### config.mk
export PLATFORM = sky130hd
export DESIGN_NAME = operand_fetch_flat
export DESIGN_NICKNAME = d
export VERILOG_FILES = /design/src/rtl/pipeline_pkg.sv /design/src/rtl/operand_fetch_if.sv /design/src/rtl/reg_scoreboard.sv /design/src/rtl/operand_fetch.sv /design/src/flat_wrapper.sv
export SDC_FILE = /design/constraint.sdc
export NUM_CORES = 1
export LEC_CHECK = 0
export ABC_AREA = 1
export BUFFER_PORTS_ARGS = -buffer_cell sky130_fd_sc_hd__buf_2
export CORE_AREA = 2 2 121 123
export CTS_BUF_LIST = sky130_fd_sc_hd__clkbuf_2
export DETAILED_ROUTE_END_ITERATION = 10
export DIE_AREA = 0 0 123 125
export PLACE_DENSITY = 0.93
export SETUP_SLACK_MARGIN = 0.02
export SLEW_MARGIN = 30
export SYNTH_ARGS = -nofsm -noshare
export SYNTH_HDL_FRONTEND = slang
export SYNTH_SLANG_ARGS = --single-unit
### constraint.sdc
create_clock -name clk -period 7.55 [get_ports clk]
set_input_delay 1.51 -clock clk [delete_from_list [all_inputs] [get_ports clk]]
set_output_delay 1.51 -clock clk [all_outputs]
set_load 0.02 [all_outputs]
### src/rtl/pipeline_pkg.sv
// ============================================================================
// Module      : pipeline_pkg
// Description : Shared widths, decoded-instruction record and slot state
//               encoding for the decode-to-execute operand stage.
// Revision    : 1.0 - initial release
// ============================================================================
`default_nettype none

package pipeline_pkg;

    localparam int DATA_W   = 32;
    localparam int ADDR_W   = 5;
    localparam int NUM_REGS = 1 << ADDR_W;

    localparam logic [ADDR_W-1:0] REG_ZERO = '0;

    typedef struct packed {
        logic [ADDR_W-1:0] rs;
        logic [ADDR_W-1:0] rt;
        logic [ADDR_W-1:0] rd;
        logic              we;
    } decoded_instr_t;

    typedef enum logic [0:0] {
        F_EMPTY = 1'b0,
        F_HELD  = 1'b1
    } f_state_t;

endpackage

`default_nettype wire

### src/rtl/operand_fetch_if.sv
// ============================================================================
// Module      : operand_fetch_if
// Description : Decode, execute, write-back and reg_file buses of the operand
//               fetch stage. master = operand_fetch, slave = its environment.
// Revision    : 1.0 - initial release
// ============================================================================
`default_nettype none

interface operand_fetch_if #(
    parameter int DATA_W = pipeline_pkg::DATA_W,
    parameter int ADDR_W = pipeline_pkg::ADDR_W
);
    localparam int NUM_REGS = 1 << ADDR_W;

    logic                id_valid;
    logic                id_ready;
    logic [ADDR_W-1:0]   id_rs;
    logic [ADDR_W-1:0]   id_rt;
    logic [ADDR_W-1:0]   id_rd;
    logic                id_we;

    logic                ex_valid;
    logic                ex_ready;
    logic [DATA_W-1:0]   ex_op1;
    logic [DATA_W-1:0]   ex_op2;
    logic [ADDR_W-1:0]   ex_rd;
    logic                ex_we;

    logic                wb_valid;
    logic [ADDR_W-1:0]   wb_reg;
    logic [DATA_W-1:0]   wb_data;

    logic [ADDR_W-1:0]   PR1;
    logic [ADDR_W-1:0]   PR2;
    logic [DATA_W-1:0]   RD1;
    logic [DATA_W-1:0]   RD2;
    logic                write;
    logic [ADDR_W-1:0]   WR;
    logic [DATA_W-1:0]   WD;

    logic [NUM_REGS-1:0] sb_pending;

    modport master (
        input  id_valid, id_rs, id_rt, id_rd, id_we,
        output id_ready,
        output ex_valid, ex_op1, ex_op2, ex_rd, ex_we,
        input  ex_ready,
        input  wb_valid, wb_reg, wb_data,
        output PR1, PR2,
        input  RD1, RD2,
        output write, WR, WD,
        output sb_pending
    );

    modport slave (
        output id_valid, id_rs, id_rt, id_rd, id_we,
        input  id_ready,
        input  ex_valid, ex_op1, ex_op2, ex_rd, ex_we,
        output ex_ready,
        output wb_valid, wb_reg, wb_data,
        input  PR1, PR2,
        output RD1, RD2,
        input  write, WR, WD,
        input  sb_pending
    );

endinterface

`default_nettype wire

### src/rtl/reg_scoreboard.sv
// ============================================================================
// Module      : reg_scoreboard
// Description : One pending bit per register with three read-out ports.
//               Set beats clear on the same register; r0 is never pending.
// Revision    : 1.0 - initial release
// ============================================================================
`default_nettype none

module reg_scoreboard
    import pipeline_pkg::*;
(
    input  wire                 clk,
    input  wire                 rst,
    input  wire                 i_set_en,
    input  wire  [ADDR_W-1:0]   i_set_addr,
    input  wire                 i_clr_en,
    input  wire  [ADDR_W-1:0]   i_clr_addr,
    input  wire  [ADDR_W-1:0]   i_q0_addr,
    input  wire  [ADDR_W-1:0]   i_q1_addr,
    input  wire  [ADDR_W-1:0]   i_q2_addr,
    output logic                o_q0_pending,
    output logic                o_q1_pending,
    output logic                o_q2_pending,
    output logic [NUM_REGS-1:0] o_pending
);

    logic [NUM_REGS-1:0] w_pending;

    assign w_pending[0] = 1'b0;

    for (genvar gi = 1; gi < NUM_REGS; gi++) begin : g_entry
        logic r_bit;

        // A newly issued writer must stay visible even if an older write-back
        // to the same register retires in the same cycle.
        always_ff @(posedge clk or posedge rst) begin
            if (rst) begin
                r_bit <= 1'b0;
            end else if (i_set_en && (i_set_addr == ADDR_W'(gi))) begin
                r_bit <= 1'b1;
            end else if (i_clr_en && (i_clr_addr == ADDR_W'(gi))) begin
                r_bit <= 1'b0;
            end
        end

        assign w_pending[gi] = r_bit;
    end

    assign o_q0_pending = w_pending[i_q0_addr];
    assign o_q1_pending = w_pending[i_q1_addr];
    assign o_q2_pending = w_pending[i_q2_addr];
    assign o_pending    = w_pending;

endmodule

`default_nettype wire

### src/rtl/operand_fetch.sv
// ============================================================================
// Module      : operand_fetch
// Description : Decode-to-execute operand stage: reads reg_file, tracks
//               in-flight writers, stalls on RAW/WAW, bypasses write-back.
// Revision    : 1.0 - initial release
// ============================================================================
`default_nettype none

module operand_fetch
    import pipeline_pkg::*;
(
    input  wire             clk,
    input  wire             reset,
    operand_fetch_if.master bus
);

    f_state_t            r_f_state;
    f_state_t            w_f_state_nxt;
    decoded_instr_t      r_f;
    decoded_instr_t      w_f_nxt;
    decoded_instr_t      w_id_instr;

    logic                r_ex_valid;
    logic                r_ex_we;
    logic [ADDR_W-1:0]   r_ex_rd;
    logic [DATA_W-1:0]   r_ex_op1;
    logic [DATA_W-1:0]   r_ex_op2;

    logic                w_f_valid;
    logic                w_write;
    logic                w_hit_rs;
    logic                w_hit_rt;
    logic                w_hit_rd;
    logic                w_pend_rs;
    logic                w_pend_rt;
    logic                w_pend_rd;
    logic                w_raw1;
    logic                w_raw2;
    logic                w_waw;
    logic                w_stall;
    logic                w_issue;
    logic                w_id_ready;
    logic                w_accept;
    logic                w_sb_set;
    logic [DATA_W-1:0]   w_op1;
    logic [DATA_W-1:0]   w_op2;
    logic [NUM_REGS-1:0] w_sb_pending;

    // Write port is a pure pass-through; r0 writes are suppressed.
    assign w_write   = bus.wb_valid && (bus.wb_reg != REG_ZERO);
    assign bus.write = w_write;
    assign bus.WR    = bus.wb_reg;
    assign bus.WD    = bus.wb_data;

    assign w_f_valid = (r_f_state == F_HELD);
    assign bus.PR1   = w_f_valid ? r_f.rs : REG_ZERO;
    assign bus.PR2   = w_f_valid ? r_f.rt : REG_ZERO;

    assign w_hit_rs  = w_write && (bus.wb_reg == r_f.rs);
    assign w_hit_rt  = w_write && (bus.wb_reg == r_f.rt);
    assign w_hit_rd  = w_write && (bus.wb_reg == r_f.rd);

    // A pending source whose write-back is on the bus right now is not a
    // hazard: the bypass below supplies the value at the same edge.
    assign w_raw1  = w_pend_rs && (r_f.rs != REG_ZERO) && !w_hit_rs;
    assign w_raw2  = w_pend_rt && (r_f.rt != REG_ZERO) && !w_hit_rt;
    assign w_waw   = r_f.we && (r_f.rd != REG_ZERO) && w_pend_rd && !w_hit_rd;
    assign w_stall = w_raw1 || w_raw2 || w_waw;

    assign w_op1 = w_hit_rs ? bus.wb_data : bus.RD1;
    assign w_op2 = w_hit_rt ? bus.wb_data : bus.RD2;

    assign w_issue    = w_f_valid && !w_stall && (!r_ex_valid || bus.ex_ready);
    assign w_id_ready = !w_f_valid || w_issue;
    assign w_accept   = bus.id_valid && w_id_ready;
    assign w_sb_set   = w_issue && r_f.we && (r_f.rd != REG_ZERO);

    assign w_id_instr = '{rs: bus.id_rs, rt: bus.id_rt, rd: bus.id_rd, we: bus.id_we};

    reg_scoreboard u_scoreboard (
        .clk          (clk),
        .rst          (reset),
        .i_set_en     (w_sb_set),
        .i_set_addr   (r_f.rd),
        .i_clr_en     (w_write),
        .i_clr_addr   (bus.wb_reg),
        .i_q0_addr    (r_f.rs),
        .i_q1_addr    (r_f.rt),
        .i_q2_addr    (r_f.rd),
        .o_q0_pending (w_pend_rs),
        .o_q1_pending (w_pend_rt),
        .o_q2_pending (w_pend_rd),
        .o_pending    (w_sb_pending)
    );

    always_comb begin
        w_f_state_nxt = r_f_state;
        w_f_nxt       = r_f;
        case (r_f_state)
            F_EMPTY: begin
                if (w_accept) begin
                    w_f_state_nxt = F_HELD;
                    w_f_nxt       = w_id_instr;
                end
            end
            F_HELD: begin
                if (w_accept) begin
                    w_f_nxt = w_id_instr;
                end else if (w_issue) begin
                    w_f_state_nxt = F_EMPTY;
                    w_f_nxt       = '0;
                end
            end
            default: begin
                w_f_state_nxt = F_EMPTY;
                w_f_nxt       = '0;
            end
        endcase
    end

    always_ff @(posedge clk or posedge reset) begin
        if (reset) begin
            r_f_state <= F_EMPTY;
            r_f       <= '0;
        end else begin
            r_f_state <= w_f_state_nxt;
            r_f       <= w_f_nxt;
        end
    end

    // EX holds its contents while execute back-pressures.
    always_ff @(posedge clk or posedge reset) begin
        if (reset) begin
            r_ex_valid <= 1'b0;
            r_ex_we    <= 1'b0;
            r_ex_rd    <= '0;
            r_ex_op1   <= '0;
            r_ex_op2   <= '0;
        end else if (w_issue) begin
            r_ex_valid <= 1'b1;
            r_ex_we    <= r_f.we;
            r_ex_rd    <= r_f.rd;
            r_ex_op1   <= w_op1;
            r_ex_op2   <= w_op2;
        end else if (bus.ex_ready) begin
            r_ex_valid <= 1'b0;
        end
    end

    assign bus.id_ready   = w_id_ready;
    assign bus.ex_valid   = r_ex_valid;
    assign bus.ex_we      = r_ex_we;
    assign bus.ex_rd      = r_ex_rd;
    assign bus.ex_op1     = r_ex_op1;
    assign bus.ex_op2     = r_ex_op2;
    assign bus.sb_pending = w_sb_pending;

endmodule

`default_nettype wire
### src/flat_wrapper.sv
// flat-port wrapper written by rule: the top's interface ports become plain ports
module operand_fetch_flat import pipeline_pkg::*;
  (clk, reset, bus_id_valid, bus_id_rs, bus_id_rt, bus_id_rd, bus_id_we, bus_id_ready, bus_ex_valid, bus_ex_op1, bus_ex_op2, bus_ex_rd, bus_ex_we, bus_ex_ready, bus_wb_valid, bus_wb_reg, bus_wb_data, bus_PR1, bus_PR2, bus_RD1, bus_RD2, bus_write, bus_WR, bus_WD, bus_sb_pending);
  operand_fetch_if bus_i ();
  input  wire clk;
  input  wire reset;
  input wire logic [$bits(bus_i.id_valid)-1:0] bus_id_valid;
  input wire logic [$bits(bus_i.id_rs)-1:0] bus_id_rs;
  input wire logic [$bits(bus_i.id_rt)-1:0] bus_id_rt;
  input wire logic [$bits(bus_i.id_rd)-1:0] bus_id_rd;
  input wire logic [$bits(bus_i.id_we)-1:0] bus_id_we;
  output wire logic [$bits(bus_i.id_ready)-1:0] bus_id_ready;
  output wire logic [$bits(bus_i.ex_valid)-1:0] bus_ex_valid;
  output wire logic [$bits(bus_i.ex_op1)-1:0] bus_ex_op1;
  output wire logic [$bits(bus_i.ex_op2)-1:0] bus_ex_op2;
  output wire logic [$bits(bus_i.ex_rd)-1:0] bus_ex_rd;
  output wire logic [$bits(bus_i.ex_we)-1:0] bus_ex_we;
  input wire logic [$bits(bus_i.ex_ready)-1:0] bus_ex_ready;
  input wire logic [$bits(bus_i.wb_valid)-1:0] bus_wb_valid;
  input wire logic [$bits(bus_i.wb_reg)-1:0] bus_wb_reg;
  input wire logic [$bits(bus_i.wb_data)-1:0] bus_wb_data;
  output wire logic [$bits(bus_i.PR1)-1:0] bus_PR1;
  output wire logic [$bits(bus_i.PR2)-1:0] bus_PR2;
  input wire logic [$bits(bus_i.RD1)-1:0] bus_RD1;
  input wire logic [$bits(bus_i.RD2)-1:0] bus_RD2;
  output wire logic [$bits(bus_i.write)-1:0] bus_write;
  output wire logic [$bits(bus_i.WR)-1:0] bus_WR;
  output wire logic [$bits(bus_i.WD)-1:0] bus_WD;
  output wire logic [$bits(bus_i.sb_pending)-1:0] bus_sb_pending;
  assign bus_i.id_valid = bus_id_valid;
  assign bus_i.id_rs = bus_id_rs;
  assign bus_i.id_rt = bus_id_rt;
  assign bus_i.id_rd = bus_id_rd;
  assign bus_i.id_we = bus_id_we;
  assign bus_id_ready = bus_i.id_ready;
  assign bus_ex_valid = bus_i.ex_valid;
  assign bus_ex_op1 = bus_i.ex_op1;
  assign bus_ex_op2 = bus_i.ex_op2;
  assign bus_ex_rd = bus_i.ex_rd;
  assign bus_ex_we = bus_i.ex_we;
  assign bus_i.ex_ready = bus_ex_ready;
  assign bus_i.wb_valid = bus_wb_valid;
  assign bus_i.wb_reg = bus_wb_reg;
  assign bus_i.wb_data = bus_wb_data;
  assign bus_PR1 = bus_i.PR1;
  assign bus_PR2 = bus_i.PR2;
  assign bus_i.RD1 = bus_RD1;
  assign bus_i.RD2 = bus_RD2;
  assign bus_write = bus_i.write;
  assign bus_WR = bus_i.WR;
  assign bus_WD = bus_i.WD;
  assign bus_sb_pending = bus_i.sb_pending;
  operand_fetch u_core (.clk(clk), .reset(reset), .bus(bus_i));
endmodule
; ---- Word-level counts from Yosys, hierarchy flattened
; Index checks and enable logic that the tools add are counted.
[word_totals]
regBits = 119
elab_cells = 319
[op_classes]
n_lt_le_gt_ge = 3
eq_ne = 67
mux = 82
bitwise_logic = 1
n_reduce_logical = 125
[ops]
columns = cell, count
row1 = $eq A5 B5 Y1 const B, 32
row2 = $eq A5 B4 Y1 const B, 16
row3 = $logic_and A1 B1 Y1, 78
row4 = $mux W1, 70
row5 = $mux W32, 2
row6 = $reduce_bool A2 Y1, 32
row7 = $mux W16, 3
row8 = $eq A5 B3 Y1 const B, 8
row9 = $pmux W16 S2, 1
row10 = $eq A5 B2 Y1 const B, 4
row11 = $reduce_bool A5 Y1, 4
row12 = $lt A5 B6 Y1 const B, 3
row13 = $bmux W1 S5, 3
row14 = $eq A5 B5 Y1, 3
row15 = $eq A5 B1 Y1 const B, 2
row16 = $mux W5, 2
row17 = $logic_not A1 Y1, 6
row18 = $logic_or A1 B1 Y1, 4
row19 = $ne A3 B3 Y1 const B, 1
row20 = $ne A2 B1 Y1 const B, 1
row21 = $pmux W1 S2, 1
row22 = $reduce_and A2 Y1, 1
row23 = $not A1 Y1, 1

; ---- Depth between registers and ports, before layout
; Gate-level depths: netlist (run 1).
[logic_depth]
ltp_word = 14
mapped_depth = 18
depth_no_buf = 16

; ---- By module
; Synthesis (run 1) repeated with hierarchy kept, for this count alone.
[unflattened]
hier_cells = 1092
area_unflattened_um2 = 7470.9
[by_module_without_submodules]
columns = module, instances, cells_each, area_each_um2
row1 = operand_fetch, 1, 637, 4749.6
row2 = reg_scoreboard, 1, 455, 2721.4

; ---- Worst setup path after synthesis (run 1)
; OpenSTA, ideal clock, no wires.
[synth_timing]
path_type = input-to-output
from = input bus_wb_reg[2]
to = output bus_id_ready
arrival_ns = 3.172
t_required_ns = 6.040
path_slack_ns = 2.868
path_stages = 11
cell_sequence = buf_2 > nor2_4 > nand2_1 > o21ai_1 > inv_1 > nand4_1 > nand2_1 > nand4_2 > buf_6 > buf_4 > nand2_1
[synth_via]
elab_chain_cells = 11
word_cells_on_any_way = 20
classes_between = 3 x eq/ne / 17 x reduce/logical
[synth_lines]
columns = element, line
row1 = from (decl), flat_wrapper.sv:20  ; input wire logic [$bits(bus_i.wb_reg)-1:0] bus_wb_reg;
row2 = $reduce_bool A5 Y1 *, operand_fetch.sv:50  ; assign w_write = bus.wb_valid && (bus.wb_reg != REG_ZERO);
row3 = $logic_and A1 B1 Y1 *, operand_fetch.sv:50
row4 = net bus_write, flat_wrapper.sv:26  ; output wire logic [$bits(bus_i.write)-1:0] bus_write;
row5 = $logic_and A1 B1 Y1 (on tied branches), "operand_fetch.sv:59, operand_fetch.sv:60"
row6 = $logic_not A1 Y1 (on tied branches), "operand_fetch.sv:65, operand_fetch.sv:66"
row7 = $logic_and A1 B1 Y1 (on tied branches), "operand_fetch.sv:65, operand_fetch.sv:66"
row8 = $logic_or A1 B1 Y1, operand_fetch.sv:68  ; assign w_stall = w_raw1 || w_raw2 || w_waw;
row9 = $logic_or A1 B1 Y1 *, operand_fetch.sv:68
row10 = $logic_not A1 Y1 *, operand_fetch.sv:73  ; assign w_issue = w_f_valid && !w_stall && (!r_ex_valid || bus.ex_ready);
row11 = $logic_and A1 B1 Y1 * (2 in a row), operand_fetch.sv:73
row12 = $logic_or A1 B1 Y1 *, operand_fetch.sv:74  ; assign w_id_ready = !w_f_valid || w_issue;
row13 = to (decl), flat_wrapper.sv:12  ; output wire logic [$bits(bus_i.id_ready)-1:0] bus_id_ready;
; The timed path passes the listed nets; every way through them passes the cells marked *.

; ---- Worst setup path after layout (run 1)
[layout_timing]
from = input bus_wb_reg[2]
to = output bus_id_ready
[layout_via]
elab_chain_cells = 11
word_cells_on_any_way = 20
classes_between = 3 x eq/ne / 17 x reduce/logical
[layout_lines]
columns = element, line
row1 = $reduce_bool A5 Y1, operand_fetch.sv:50
row2 = $logic_and A1 B1 Y1, operand_fetch.sv:50
row3 = $logic_and A1 B1 Y1 (on tied branches), "operand_fetch.sv:59, operand_fetch.sv:60"
row4 = $logic_not A1 Y1 (on tied branches), "operand_fetch.sv:65, operand_fetch.sv:66"
row5 = $logic_and A1 B1 Y1 (on tied branches), "operand_fetch.sv:65, operand_fetch.sv:66"
row6 = $logic_or A1 B1 Y1, operand_fetch.sv:68
row7 = $logic_or A1 B1 Y1 *, operand_fetch.sv:68
row8 = $logic_not A1 Y1 *, operand_fetch.sv:73
row9 = $logic_and A1 B1 Y1 * (2 in a row), operand_fetch.sv:73
row10 = $logic_or A1 B1 Y1 *, operand_fetch.sv:74
; Every way passes the cells marked *; elsewhere a longest branch is shown, timed or not.

==> results of run 1 <==
==> layer usage <==
| metal | track usage (%) | wire length [um] | part of all wire (%) | up-vias |
|---|---|---|---|---|
| met4 | 20.1 | 1510 | 6.2 | 0 |
| li1 | - | - | - | 3650 |
| met3 | 7.25 | 2010 | 8.2 | 106 |
| met1 | 38.2 | 8930 | 36 | 3586 |
| met5 | 0 | 0 | 0 | - |
| met2 | 52.7 | 12100 | 49 | 488 |
==> how the worst min path moves through the flow <==
stage	from	endpoint	slack, ns	cells after the start
floorplan	u_core.u_scoreboard.g_entry[27].r_bit	u_core.u_scoreboard.g_entry[27].r_bit	0.47	2
global placement	u_core.bus.ex_op1[12]	u_core.bus.ex_op1[12]	0.46	2
detailed placement	u_core.bus.ex_we	u_core.bus.ex_we	0.47	2
CTS	u_core.bus.ex_we	u_core.bus.ex_we	0.51	2
global route	u_core.bus.ex_op2[23]	u_core.bus.ex_op2[23]	0.53	2
finish	u_core.bus.ex_op1[9]	u_core.bus.ex_op1[9]	0.50	2
==> registers in the layout, indices dropped and copies added (netlist names) <==
| name | flops |
|---|---|
| u_core.bus.ex_rd | 5 |
| u_core.r_f | 16 |
| u_core.u_scoreboard.g_entry.r_bit | 31 |
| u_core.bus.ex_valid | 1 |
| u_core.bus.ex_op1 | 32 |
| u_core.r_f_state | 1 |
| u_core.bus.ex_we | 1 |
| u_core.bus.ex_op2 | 32 |
==> layout by cell type (no fill, tap or decap), types with 4 or more instances in the layout <==
cell,count
sky130_fd_sc_hd__o21ai_1,14
sky130_fd_sc_hd__o21ai_0,64
sky130_fd_sc_hd__dfrtp_1,119
sky130_fd_sc_hd__nand4_1,34
sky130_fd_sc_hd__bufinv_16,5
sky130_fd_sc_hd__buf_2,272
sky130_fd_sc_hd__nand2_1,369
sky130_fd_sc_hd__clkinv_1,4
sky130_fd_sc_hd__nor2_1,71
sky130_fd_sc_hd__nand3_1,71
sky130_fd_sc_hd__inv_1,74
sky130_fd_sc_hd__a21oi_1,8
sky130_fd_sc_hd__buf_4,6
sky130_fd_sc_hd__mux2i_1,64
sky130_fd_sc_hd__nor3_1,4
sky130_fd_sc_hd__xor2_1,4
sky130_fd_sc_hd__diode_2,5
sky130_fd_sc_hd__clkbuf_2,19
sky130_fd_sc_hd__xnor2_1,5
==> logic make-up after synthesis <==
kind of cell / after synthesis
other: 1
AND/OR/NAND/NOR: 559
multiplexers: 64
AO/OA/AOI/OAI: 93
buffers and inverters: 207
flip-flops: 119
XOR/XNOR: 9
==> area by class of cell <==
type	count	area (um2)	share of cell area (%)
sequential	119	2980	34.0
tap	184	230	2.63
multi-input combinational	726	3540	40.4
timing repair buffer	278	1410	16.0
clock inverter	13	203	2.31
inverter	80	304	3.47
clock buffer	19	95.1	1.08
antenna	5	12.5	0.143
==> worst max-delay path, delay by kind of cell <==
family | cells | cell delay, ns
simple gates | 6 | 1.37
buf+inv | 4 | 0.99
compound gates | 1 | 0.12
==> metrics by stage <==
stage	utilization [%]	power [W]	instance area, um2	hold WS (ns)	instances
global placement	59.5	0.00315	8460	0.461	1387
global route	61.7	0.00403	8770	0.534	1424
floorplan	-	0.00273	7640	0.470	1052
finish	61.7	0.00375	8770	0.502	1424
detailed placement	59.5	0.00323	8460	0.465	1387
CTS	61.6	0.00373	8750	0.507	1419
==> power by group through the flow <==
stage,Sequential [W],Clock [W],Combinational (W)
final,0.00123,0.000507,0.00200
after global routing,0.00126,0.000538,0.00223
after CTS,0.00122,0.000518,0.00199
after detailed placement,0.00123,0,0.00200
after global placement,0.00122,0,0.00193
after floorplan,0.00132,0,0.00142
==> metrics.md, run 1 <==
| Metric | Value |
|---|---|
| Run status | finished, violations left |
| Failing checks | DRC |
| Post-Synthesis Cells | 1052 |
| Fraction of final layout cells with drive strength greater than 1 | 25.8% |
| Synth top cells by count | sky130_fd_sc_hd__nand2_1, sky130_fd_sc_hd__dfrtp_1, sky130_fd_sc_hd__buf_4 |
| Post-DR vias/cell | ~5.5 |
| Number of endpoints failing setup at the final stage | 0 |
| DRC violations left | 1 |
| Mux share of post-synthesis cell area | 8.38% |
| Synthesized-area fraction occupied by and/or/nand/nor cells | 30.3% |
| Worst-Margin Slew | 0.813 ns |
| Sequential share of power | 32.9% |
| Compound-gate portion of the synthesized area | 6.34% |
| Data arrival, critical path | between 4 and 5 ns |
| Placement row count | 44 |
| Unrepaired setup endpoints after global routing | false |
| Post-synthesis cell type count | 32 |
| Slowest CP cell | sky130_fd_sc_hd__nand4_4 |
| Kind of end point of the critical path | output port |
| Adder and majority gate portion of the synthesized area | 0% |
| Number of max-cap violations | 0 |
| Number of buffers inserted to repair setup after CTS | 0 |
| Post-route ant nets | 0 |
| Post-Synthesis Mean Instance Area | roughly 7.3 um2 |
| Ports | 274 |
| X dimension of the die | 123 um |
| Area of the die | 15400 um2 |
| Root Buffer Master | sky130_fd_sc_hd__clkbuf_2 |
| Sort of element at the start of the critical path | input port |
| R2R Path Start | u_core.r_f[6] |
| Global-route usage over all layers | roughly a third |
| Port buffer count | 272 |
| Total via count after detailed routing | roughly 7800 |
| Slew margin rel. | 45.7% |
| Part of the power in combinational logic | 53.5% |
| Sequential area share after synthesis | about two fifths |
| Core Area | 14200 um2 |
| Fin. max-slew vios | 0 |
| CTS tree | built |
| Top cell type's share of synthesized area | 39.0% |
| Leakage Power | 5.29 nW |
| Routed length per instance | 17.2 um |
| Half-perimeter wire length after placement | 18.2 mm |
| Htree depth | 4 |
| Dominant synthesized flop cell | sky130_fd_sc_hd__dfrtp_1 |
| Via count of the first global-routing pass | 7469 |
| Wire length of the first global-routing pass | between 30 and 40 mm |
| Hold WC Path Type | register to register |
| Most repeated cell in the gate-level netlist after synthesis | sky130_fd_sc_hd__nand2_1 |
| Final min period | about 5.5 ns |
| Critical path endpoint | bus_id_ready |
| Worst setup slack after layout | 2.03 ns |
| Initial DRC Count | 688 |
| Count of cells along the worst register-to-register path | 11 |
| Initial antenna violation count | 5 |
| Maximum frequency from static timing analysis | 0.181 GHz |
| Number of gates resized after cts | 0 |
| Area grow syn2layout | 14.7% |
| Sw Pwr | between 0.0015 and 0.002 W |
| Max Clock Skew | roughly 0.037 ns |
| Crit path kind | input port to output port |
| Hold buffer count at CTS | 0 |
| Required time of the critical path | 6.04 ns |
| Dominant combinational cell family by area after synthesis | simple AND/OR/NAND/NOR gates |
| Total clock buffers created by CTS | 17 |
| Xor/xnor cell area share of the yosys netlist | 1.03% |
| Worst-path cell chain | buf_2 > nor2_4 > nand2_1 > o21ai_1 > inv_1 > nand3_2 > buf_4 > nand2_1 > nand4_4 > nand2_1 > buf_2 |
| Maximum fanout encountered on the critical timing path | 69 |
| Total internal power | 0.00176 W |
| Maximum number of pins on one net before global-route repair | 93 |
| Initial core utilization | a little over half |
| Total number of nets in the final design | 1344 |
| Global placer's final weighted congestion | a little under 1 |
| Filler instances | 1333 |
| Largest vdd supply drop | 0.312 mV |
| Reg clk slew, reported paths | 0.19 ns |
| Setup Total Neg Slack | 0 ns |
| Synth warnings | 0 |
| Reg-to-Reg End | u_core.bus.ex_op1[22] |
| Minimum setup slack among reg-to-reg paths | 3.67 ns |
| Fin crit share | 73.1% |
| Switching power share of the total | 52.9% |
| Mapped Nets | 1174 |
| Pre-CTS setup slack | 2.06 ns |
| Later-pin clock latency in the skew report | 0.68 ns |
| Aggregate routed wire length | ~25 mm |
| Fraction of power consumed by the clock network | a little over an eighth |
| Start point of the critical path | bus_wb_reg[2] |
| Power density normalized to cell area | 427 nW/um2 |
| Delay of the slowest cell on the worst path | between 0.5 and 0.6 ns |
| Count of TritonRoute iterations in the first routing pass | 9 |
| Post-synth top area cell | sky130_fd_sc_hd__dfrtp_1 |
| Post-synthesis sequential element count | 119 |
| Clk sinks | 119 |
| Cell area after synthesis | 7640 um2 |
| Die span in y | 125 um |
| Aggregate global routing overflow | 0 |
| Top cells by area, synth | sky130_fd_sc_hd__dfrtp_1, sky130_fd_sc_hd__nand2_1, sky130_fd_sc_hd__mux2i_1, sky130_fd_sc_hd__buf_4, sky130_fd_sc_hd__nand3_1 |
| Number of buffers on the longest clock path | 2 |
| Final Hold Fails | 0 |
| EDFF count, synth | 0 |
| Most used cell along the critical path | sky130_fd_sc_hd__nand2_1 |
| Share of synthesized flip-flops with an asynchronous set or reset | 100% |
(Power assumes the default switching activity.)
==> inputs of run 2 (changes only) <==
Settings changed: ABC_AREA 1 to 0, CORE_AREA 2 2 121 123 to 2 2 120 122, DIE_AREA 0 0 123 125 to 0 0 122 124, PLACE_DENSITY 0.93 to 0.89.
Clock period 7.55 ns to 5.2 ns, I/O delays scaled along.
==> metrics.md, run 2 <==
| Metric | Value |
|---|---|
| Power density normalized to cell area | 639 nW/um2 |
| Cell area after synthesis | a little under 7000 um2 |
| Sequential area share after synthesis | between 40% and 50% |
| Run status | completed |
| Number of gates resized after cts | 0 |
| Pre-CTS setup slack | approximately 0.96 ns |
| Synth warnings | 0 |
| Maximum number of pins on one net before global-route repair | 112 |
| Reg clk slew, reported paths | approximately 0.17 ns |
| Number of buffers on the longest clock path | 2 |
| Root Buffer Master | sky130_fd_sc_hd__clkbuf_2 |
| DRC violations left | 0 |
| Post-synthesis sequential element count | 119 |
| Filler instances | 1149 |
| Worst setup slack after layout | 0.532 ns |
| X dimension of the die | 122 um |
| Initial DRC Count | 717 |
| Slowest CP cell | sky130_fd_sc_hd__dfrtp_1 |
| Post-synth top area cell | sky130_fd_sc_hd__dfrtp_1 |
| Share of synthesized flip-flops with an asynchronous set or reset | 100% |
| Unrepaired setup endpoints after global routing | false |
| Routed length per instance | 19.5 um |
| Via count of the first global-routing pass | 5817 |
| Required time of the critical path | ~4.2 ns |
| Fraction of final layout cells with drive strength greater than 1 | 39.4% |
| WHS | 0.466 ns |
| Crit path kind | register to output port |
| Core Area | 13700 um2 |
| Total number of nets in the final design | 985 |
| Overall power after layout | about 0.0052 W |
| Most common cell after layout, fill and taps aside | sky130_fd_sc_hd__buf_2 |
| Worst-path cell chain | mux4_2 > mux2_2 > a221o_1 > o21a_1 > nor4_4 > nand2b_1 > buf_2 |
| Hold buffer count at CTS | 0 |
| Post-DR vias/cell | 5.86 |
| Count of TritonRoute iterations in the first routing pass | 7 |
| Top cell type's share of synthesized area | 42.8% |
| EDFF count, synth | 0 |
| Wire length of the first global-routing pass | 31.1 mm |
| Placement row count | 43 |
| Final min period | 4.67 ns |
| Minimum setup slack among reg-to-reg paths | 0.96 ns |
| Final Hold Fails | 0 |
| Worst-Margin Slew | 0.876 ns |
| Post-route ant nets | 0 |
| Aggregate routed wire length | 20.6 mm |
| Area grow syn2layout | 16.4% |
| Initial core utilization | 50.7% |
| Number of endpoints failing setup at the final stage | 0 |
| Kind of end point of the critical path | output port |
| Setup Total Neg Slack | 0 ns |
| Post-synthesis cell type count | 51 |
| Port buffer count | 272 |
| Dominant synthesized flop cell | sky130_fd_sc_hd__dfrtp_1 |
| Slew margin rel. | between 40% and 50% |
| Highest-count cells in the layout ignoring fill and taps | sky130_fd_sc_hd__buf_2, sky130_fd_sc_hd__dfrtp_1, sky130_fd_sc_hd__mux2i_1 |
| Sort of element at the start of the critical path | register |
| Total clock buffers created by CTS | 17 |
| Top cells by area, synth | sky130_fd_sc_hd__dfrtp_1, sky130_fd_sc_hd__mux2i_1, sky130_fd_sc_hd__buf_4, sky130_fd_sc_hd__mux4_2, sky130_fd_sc_hd__a21oi_1 |
| Fin crit share | 89.8% |
| Later-pin clock latency in the skew report | 0.71 ns |
| Synth top cells by count | sky130_fd_sc_hd__dfrtp_1, sky130_fd_sc_hd__buf_4, sky130_fd_sc_hd__mux2i_1 |
| Largest vdd supply drop | about 0.56 mV |
| Area of the die | between 15000 and 20000 um2 |
| CTS tree | built |
| Fin. max-slew vios | 0 |
| Maximum fanout encountered on the critical timing path | 12 |
| Number of max-cap violations | 0 |
| Number of buffers inserted to repair setup after CTS | 0 |
| Delay of the slowest cell on the worst path | 0.72 ns |
| Aggregate global routing overflow | 0 |
| Leakage Power | 3.64 nW |
| Post-Synthesis Mean Instance Area | 10.2 um2 |
| Hold WC Path Type | input port to async pin |
| Total via count after detailed routing | around 6200 |
| Max Clock Skew | between 0.04 and 0.05 ns |
| Mapped Nets | 806 |
| Htree depth | 4 |
| Ports | 274 |
| Global placer's final weighted congestion | 0.947 |
| Initial antenna violation count | 2 |
| Half-perimeter wire length after placement | 15.2 mm |
| Data arrival, critical path | 3.63 ns |
| Clk sinks | 119 |
| Post-Synthesis Cells | 684 |
| Global-route usage over all layers | between 20 and 30% |
| Die span in y | 124 um |
| Maximum frequency from static timing analysis | 0.214 GHz |
| Most repeated cell in the gate-level netlist after synthesis | sky130_fd_sc_hd__dfrtp_1 |
## run 2: cell families after synthesis
| kind of cell | after synthesis | synth area share, % |
|---|---|---|
| buf+inv | 129 | 11.5 |
| other cells | 1 | 0.0539 |
| simple gates | 150 | 10.5 |
| xor+xnor | 15 | 1.89 |
| flops | 119 | 42.8 |
| compound gates | 166 | 14.6 |
| mux | 104 | 18.7 |
## run 2: through the flow
stage          util [%]  area, um2  instances
2_1_floorplan         -       6960        684
3_3_place_gp       57.3       7860       1024
3_5_place_dp       57.3       7870       1024
4_1_cts            59.0       8090       1056
5_1_grt            59.0       8100       1057
6_report           59.0       8100       1057
## run 2: final cells by class
cell class,instances,area (um2),area share (%)
repair buffers,279,1420,17.5
clock inverters,12,128,1.58
multi-input cells,436,3210,39.6
inverters,10,42.5,0.525
diodes,1,2.50,0.0309
clock buffers,20,100,1.24
flip-flops and latches,119,2980,36.8
well taps,180,225,2.78
## run 2: critical path: cells and delay by family, from the launching register on
family                 cells  cell delay [ns]
buffers and inverters      1             0.18
DFF                        1             0.72
and+or+nand+nor            2             0.62
AOI/OAI and AO/OA          2             0.58
muxes                      2             0.85
## run 2: routing by layer
layer  wire (um)  track usage, %  vias up  share of wire (%)
li1            -               -     2748                  -
met5          11               0        -              0.053
met3        2470            9.16       44                 12
met2        9820            40.9      449                 48
met1        7920            36.0     2954                 38
met4         425            10.6        2                2.1
## run 2: final timing paths
kind,startpoint,end,cells past startpoint
max,u_core.r_f[11],bus_id_ready,7
min,reset,u_core.u_scoreboard.g_entry[29].r_bit,2
max reg2reg,u_core.r_f[11],u_core.u_scoreboard.g_entry[21].r_bit,8
min reg2reg,u_core.bus.ex_rd[4],u_core.bus.ex_rd[4],1
max in group asynchronous,reset,u_core.bus.ex_op1[26],3
min in group clk,u_core.bus.ex_rd[4],u_core.bus.ex_rd[4],1
## run 2: where the power goes
part / switching, W / internal, W
Combinational: 0.00170 / 0.00103
Sequential: 0.000507 / 0.00134
Clock: 0.000370 / 0.000225
Total: 0.00258 / 0.00260
